===== src/rtl/uart_rx_fifo_if.sv =====
// uart_rx_fifo_if: byte stream between the UART receiver, the FIFO and the debug unit.
// master = receiver/debug side, slave = FIFO.
interface uart_rx_fifo_if #(
  parameter int unsigned N_DATA = 8,
  parameter int unsigned ADDR_W = 4
);
  logic              wr;
  logic [N_DATA-1:0] wr_data;
  logic              rd;
  logic              flush;
  logic              clr_ovf;
  logic [N_DATA-1:0] din;
  logic              empty;
  logic              full;
  logic [ADDR_W:0]   count;
  logic              overflow;

  modport master (
    output wr, wr_data, rd, flush, clr_ovf,
    input  din, empty, full, count, overflow
  );

  modport slave (
    input  wr, wr_data, rd, flush, clr_ovf,
    output din, empty, full, count, overflow
  );
endinterface


===== src/rtl/uart_rx_fifo.sv =====
// uart_rx_fifo: 2^ADDR_W x N_DATA byte FIFO from the UART receiver to the debug unit.
// Sticky overflow on a dropped write. Optional macro RX_FIFO_FWFT_EN selects
// first-word fall-through output; default is a registered read (din valid the
// cycle after the accepted pop).
module uart_rx_fifo #(
  parameter int unsigned N_DATA = 8,
  parameter int unsigned ADDR_W = 4
) (
  input  logic            clock,
  input  logic            reset,
  uart_rx_fifo_if.slave   bus
);
  localparam int unsigned DEPTH = 1 << ADDR_W;
  localparam int unsigned CNT_W = ADDR_W + 1;

  logic [N_DATA-1:0] mem_q [DEPTH];
  logic [ADDR_W-1:0] wp_q, wp_d;
  logic [ADDR_W-1:0] rp_q, rp_d;
  logic [CNT_W-1:0]  count_q, count_d;
  logic              ovf_q, ovf_d;
  logic              empty_c, full_c, rd_acc_c, wr_acc_c;

  // Flags come from the registered occupancy; a pop may free the slot a write needs.
  assign empty_c  = (count_q == '0);
  assign full_c   = (count_q == CNT_W'(DEPTH));
  assign rd_acc_c = bus.rd & ~empty_c;
  assign wr_acc_c = bus.wr & (~full_c | rd_acc_c);

  // Next-state for pointers, occupancy and sticky overflow; flush overrides traffic.
  always_comb begin
    wp_d    = wp_q;
    rp_d    = rp_q;
    count_d = count_q;
    ovf_d   = ovf_q;
    if (bus.flush) begin
      wp_d    = '0;
      rp_d    = '0;
      count_d = '0;
    end else begin
      if (wr_acc_c) wp_d = wp_q + ADDR_W'(1);
      if (rd_acc_c) rp_d = rp_q + ADDR_W'(1);
      if (wr_acc_c && !rd_acc_c)      count_d = count_q + CNT_W'(1);
      else if (rd_acc_c && !wr_acc_c) count_d = count_q - CNT_W'(1);
    end
    if (bus.clr_ovf) ovf_d = 1'b0;
    if (!bus.flush && bus.wr && !wr_acc_c) ovf_d = 1'b1;
  end

  // Control state register.
  always_ff @(posedge clock or posedge reset) begin
    if (reset) begin
      wp_q    <= '0;
      rp_q    <= '0;
      count_q <= '0;
      ovf_q   <= 1'b0;
    end else begin
      wp_q    <= wp_d;
      rp_q    <= rp_d;
      count_q <= count_d;
      ovf_q   <= ovf_d;
    end
  end

  // Storage array; contents need no reset since pointers gate visibility.
  always_ff @(posedge clock) begin
    if (!bus.flush && wr_acc_c) mem_q[wp_q] <= bus.wr_data;
  end

`ifdef RX_FIFO_FWFT_EN
  // Head byte falls through whenever something is stored.
  assign bus.din = empty_c ? '0 : mem_q[rp_q];
`else
  logic [N_DATA-1:0] din_q, din_d;

  // Popped byte is captured on the accepting edge and held until the next pop.
  always_comb begin
    din_d = din_q;
    if (!bus.flush && rd_acc_c) din_d = mem_q[rp_q];
  end

  // Registered read data.
  always_ff @(posedge clock or posedge reset) begin
    if (reset) din_q <= '0;
    else       din_q <= din_d;
  end

  assign bus.din = din_q;
`endif

  assign bus.empty    = empty_c;
  assign bus.full     = full_c;
  assign bus.count    = count_q;
  assign bus.overflow = ovf_q;
endmodule


===== src/flat_wrapper.sv =====
// flat-port wrapper written by rule: the top's interface ports become plain ports
module uart_rx_fifo_flat 
#(
  parameter int unsigned N_DATA = 8,
  parameter int unsigned ADDR_W = 4
)
  (clock, reset, bus_wr, bus_wr_data, bus_rd, bus_flush, bus_clr_ovf, bus_din, bus_empty, bus_full, bus_count, bus_overflow);
  uart_rx_fifo_if #(.N_DATA(N_DATA), .ADDR_W(ADDR_W)) bus_i ();
  input  logic clock;
  input  logic reset;
  input wire logic [$bits(bus_i.wr)-1:0] bus_wr;
  input wire logic [$bits(bus_i.wr_data)-1:0] bus_wr_data;
  input wire logic [$bits(bus_i.rd)-1:0] bus_rd;
  input wire logic [$bits(bus_i.flush)-1:0] bus_flush;
  input wire logic [$bits(bus_i.clr_ovf)-1:0] bus_clr_ovf;
  output wire logic [$bits(bus_i.din)-1:0] bus_din;
  output wire logic [$bits(bus_i.empty)-1:0] bus_empty;
  output wire logic [$bits(bus_i.full)-1:0] bus_full;
  output wire logic [$bits(bus_i.count)-1:0] bus_count;
  output wire logic [$bits(bus_i.overflow)-1:0] bus_overflow;
  assign bus_i.wr = bus_wr;
  assign bus_i.wr_data = bus_wr_data;
  assign bus_i.rd = bus_rd;
  assign bus_i.flush = bus_flush;
  assign bus_i.clr_ovf = bus_clr_ovf;
  assign bus_din = bus_i.din;
  assign bus_empty = bus_i.empty;
  assign bus_full = bus_i.full;
  assign bus_count = bus_i.count;
  assign bus_overflow = bus_i.overflow;
  uart_rx_fifo #(.N_DATA(N_DATA), .ADDR_W(ADDR_W)) u_core (.clock(clock), .reset(reset), .bus(bus_i));
endmodule

===== config.mk =====
export PLATFORM = sky130hd
export DESIGN_NAME = uart_rx_fifo_flat
export DESIGN_NICKNAME = d
export VERILOG_FILES = /design/src/rtl/uart_rx_fifo_if.sv /design/src/rtl/uart_rx_fifo.sv /design/src/flat_wrapper.sv
export SDC_FILE = /design/constraint.sdc
export NUM_CORES = 1
export LEC_CHECK = 0
export CAP_MARGIN = 30
export CORE_ASPECT_RATIO = 0.5
export CORE_MARGIN = 3
export CORE_UTILIZATION = 50
export CTS_CLUSTER_SIZE = 40
export DETAILED_ROUTE_END_ITERATION = 7
export HOLD_SLACK_MARGIN = 0.08
export MAX_ROUTING_LAYER = met4
export PLACE_DENSITY = 0.75
export SLEW_MARGIN = 5
export SYNTH_ARGS = -nofsm -noshare
export SYNTH_HDL_FRONTEND = slang
export SYNTH_SLANG_ARGS = --single-unit

===== constraint.sdc =====
create_clock -name clock -period 2.6 [get_ports clock]
set_input_delay 0.26 -clock clock [delete_from_list [all_inputs] [get_ports clock]]
set_output_delay 0.26 -clock clock [all_outputs]
set_load 0.005 [all_outputs]

==> results of run 1 <==
-- worst max-delay path by stage --
stage | from | end | slack, ns | cells past startpoint
floorplan | u_core.bus.count[0] | u_core.bus.count[3] | 0.008 | 8
global placement | u_core.bus.count[0] | u_core.bus.count[3] | 0.23 | 8
detailed placement | u_core.bus.count[0] | u_core.bus.count[4] | 0.08 | 8
CTS | u_core.bus.count[0] | u_core.bus.count[4] | 0.06 | 8
global route | u_core.bus.count[0] | u_core.bus.count[3] | 0.03 | 8
finish | u_core.bus.count[0] | u_core.bus.count[3] | 0.11 | 8
-- timing repair --
item / in CTS / in global routing
gates resized for setup: 0 / 3
hold buffers: 0 / 0
endpoints found under the setup margin: 0 / 2
-- flip-flops by register name, summed over array words and instances, names as in the netlist --
signal	cells
u_core.bus.count	5
u_core.bus.din	8
u_core.bus.overflow	1
u_core.mem_q	128
u_core.rp_q	4
u_core.wp_q	4
-- synth_stat cells, drive strengths merged, types with 3 or more instances --
library cell    n  share of area (%)
dfrtp          22                8.9
nand2          16               0.97
xnor2           3               0.42
mux2i          17                2.7
or2             3               0.30
nor2           21                1.3
inv             4               0.24
nand2b          6               0.61
nor3            4               0.32
clkbuf          3               0.18
buf            14                1.3
nand3           9               0.81
mux4           32                 12
edfxtp        128                 62
o211ai          4               0.57
o221ai          8                1.1
xor2            4               0.57
ha              9                1.8
mux2            4               0.73
a21oi           6               0.48
o21ai           4               0.57
-- power breakdown --
| group | leakage [nW] | total, mW | internal, mW | switching, mW |
|---|---|---|---|---|
| clock network | 0.281 | 2.38 | 1.42 | 0.965 |
| registers | 1.44 | 2.89 | 2.74 | 0.146 |
| logic | 0.796 | 1.38 | 0.754 | 0.625 |
| total | 2.52 | 6.65 | 4.91 | 1.74 |
-- final cells by class --
cell class | instances | share of cell area [%]
Clock inverter | 14 | 1.96
Timing Repair Buffer | 62 | 7.37
Tap cell | 165 | 2.77
Multi-Input combinational cell | 166 | 23.1
Clock buffer | 18 | 5.75
Sequential cell | 150 | 58.9
Inverter | 4 | 0.201
-- routing by layer --
layer  up-vias  global-route usage (%)  routed length (um)
met5         -                       -                   0
met4         0                    8.14                 265
met3        26                    4.09                 655
met2       121                    33.2                6410
met1      1728                    25.8                5350
li1       1475                       -                   -
-- per-stage QoR --
step                util, %  power (mW)
global route           62.5        6.95
floorplan                 -        3.75
finish                 62.5        6.65
CTS                    62.3        6.68
global placement       57.5        4.21
detailed placement     57.5        4.29
-- kinds of logic after synthesis --
| group | after synthesis | share of synthesized area (%) |
|---|---|---|
| flip-flops | 150 | 70.9 |
| AO/OA/AOI/OAI | 28 | 3.68 |
| XOR/XNOR | 7 | 0.990 |
| buffers and inverters | 21 | 1.76 |
| AND/OR/NAND/NOR | 68 | 5.37 |
| adder cells (fa/ha/maj) | 10 | 2.14 |
| multiplexers | 53 | 15.1 |
-- worst max-delay path: stages (launching register included) --
cell and delay, ns:
dfrtp_1 0.39, or4_4 0.58, or2_2 0.37, nand3_4 0.13, ha_1 0.26, a21oi_1 0.18, a21o_1 0.15, a21oi_1 0.06
mux2_2 0.26
==> metrics.md, run 1 <==
| Metric | Value |
|---|---|
| Outcome | complete, no violations |
| Post-place instance area | 0.00687 mm^2 |
| FF-to-FF path depth | 8 |
| Synth Register Bits | 150 |
| Via Count | 3350 |
| Req. time, crit path | 2.90 ns |
| Commonest non-fill, non-tap cell in the layout | edfxtp_1 |
| Synth Cell Area | 0.00619 mm^2 |
| Initial antenna violation count | 0 |
| ANT cells | 0 |
| Main synth FF type | edfxtp_1 |
| Total global routing overflow | 0 |
| Num CTS Buffers | 17 |
| PortBufs | 29 |
| Hold Path Class | in2async |
| FF+latch area | 0.00440 mm^2 |
| H-tree depth | 4 |
| Pleak | 2.52 nW |
| CTS Root Cell | clkbuf_16 |
| Mean Syn Cell Area | 18.4 um^2 |
| First-pass GRT wire length | 20.1 mm |
| CTS tree | done |
| Fin nets | 425 |
| Fillers | 797 |
| Routed Antenna Nets | 0 |
| VDD IR-drop max | 597 uV |
| Yosys Warn Count | 0 |
| Max-Cap Viols | 0 |
| DR vias/cell | 5.79 |
| Max Clock Skew | 0.00900 ns |
| IO Count | 30 |
| DIE WIDTH | 163 um |
| CTS Sinks | 150 |
| Min Hold Slack | 0.168 ns |
| Area of the multi-input gates | 0.00172 mm^2 |
| Share of cells above drive strength 1 | 27.3% |
| Dpl cells | 547 |
| Synth Instances | 337 |
| Initial DRC Count | 373 |
| Crit share post-route | 95.7% |
| Post-layout minimum cycle time | 2.49 ns |
| WS Path Type | reg2reg |
| Initial Utilization | 51.8% |
| Clock Latency Late Sink | 0.42 ns |
| HPWL after DPL | 8.27 mm |
| CP Max Fanout | 5 |
| FF-to-FF End | u_core.bus.count[3] |
| Most frequent cells in the layout | 128 x edfxtp_1, 32 x mux4_2, 32 x buf_4 |
| Total die area | 0.0138 mm^2 |
| Asr flop ratio synth | 14.7% |
| Fin. Hold Viols | 0 |
| Crit start category | register |
| Pre-CTS setup slack | 0.0823 ns |
| Syn Nets | 361 |
| Power per cell area | 891 mW/mm^2 |
| Max Root-Sink Buffers | 2 |
| Core Area | 0.0119 mm^2 |
| Reg2reg start | u_core.bus.count[0] |
| Residual DRC count | 0 |
| Non-filler cells in the finished layout | 579 |
| Die Span Y | 84.7 um |
| Critical path endpoint category | register |
| Sequential area share after synthesis | 70.9% |
| Setup TNS | 0 ns |
| Wire length per cell after detailed routing | 21.9 um |
| RePlAce Congestion | 0.918 |
| Max Slew Vio Count | 0 |
| Fin area | 0.00747 mm^2 |
| Area Overhead vs Synth | 20.5% |
| Rel. slew slack | 61.3% |
| Largest net degree at the start of global routing | 35 |
| Fmax | 402 MHz |
| EDFF count, synth | 128 |
| Post-synth cell types | 46 |
| Setup Buffers After CTS | 0 |
| RSZ-0062 raised after global routing | false |
| Worst EP arrival | 2.79 ns |
| TritonRoute pass-1 iters | 5 |
| Via count of the first global-routing pass | 3585 |
| Final setup viols | 0 |
| Worst-Margin Slew | 0.578 ns |
| Routed WL | 12.7 mm |
| R2R Setup Slk | 0.11 ns |
| Clk pin slew, worst setup/hold paths | 0.06 ns |
| Row count | 28 |
| Final worst slack | 0.111 ns |
| GRT Total Usage | 20.5% |
(Power assumes the default switching activity.)
==> inputs of run 2 (changes only) <==
--- a/config.mk
+++ b/config.mk
@@ -5,6 +5,7 @@
 export SDC_FILE = /design/constraint.sdc
 export NUM_CORES = 1
 export LEC_CHECK = 0
+export ABC_CLOCK_PERIOD_IN_PS = 2600
 export CAP_MARGIN = 30
 export CORE_ASPECT_RATIO = 0.5
 export CORE_MARGIN = 3
==> results of run 2 <==
No change in the layout: final DEF, timing and power equal those of run 1.
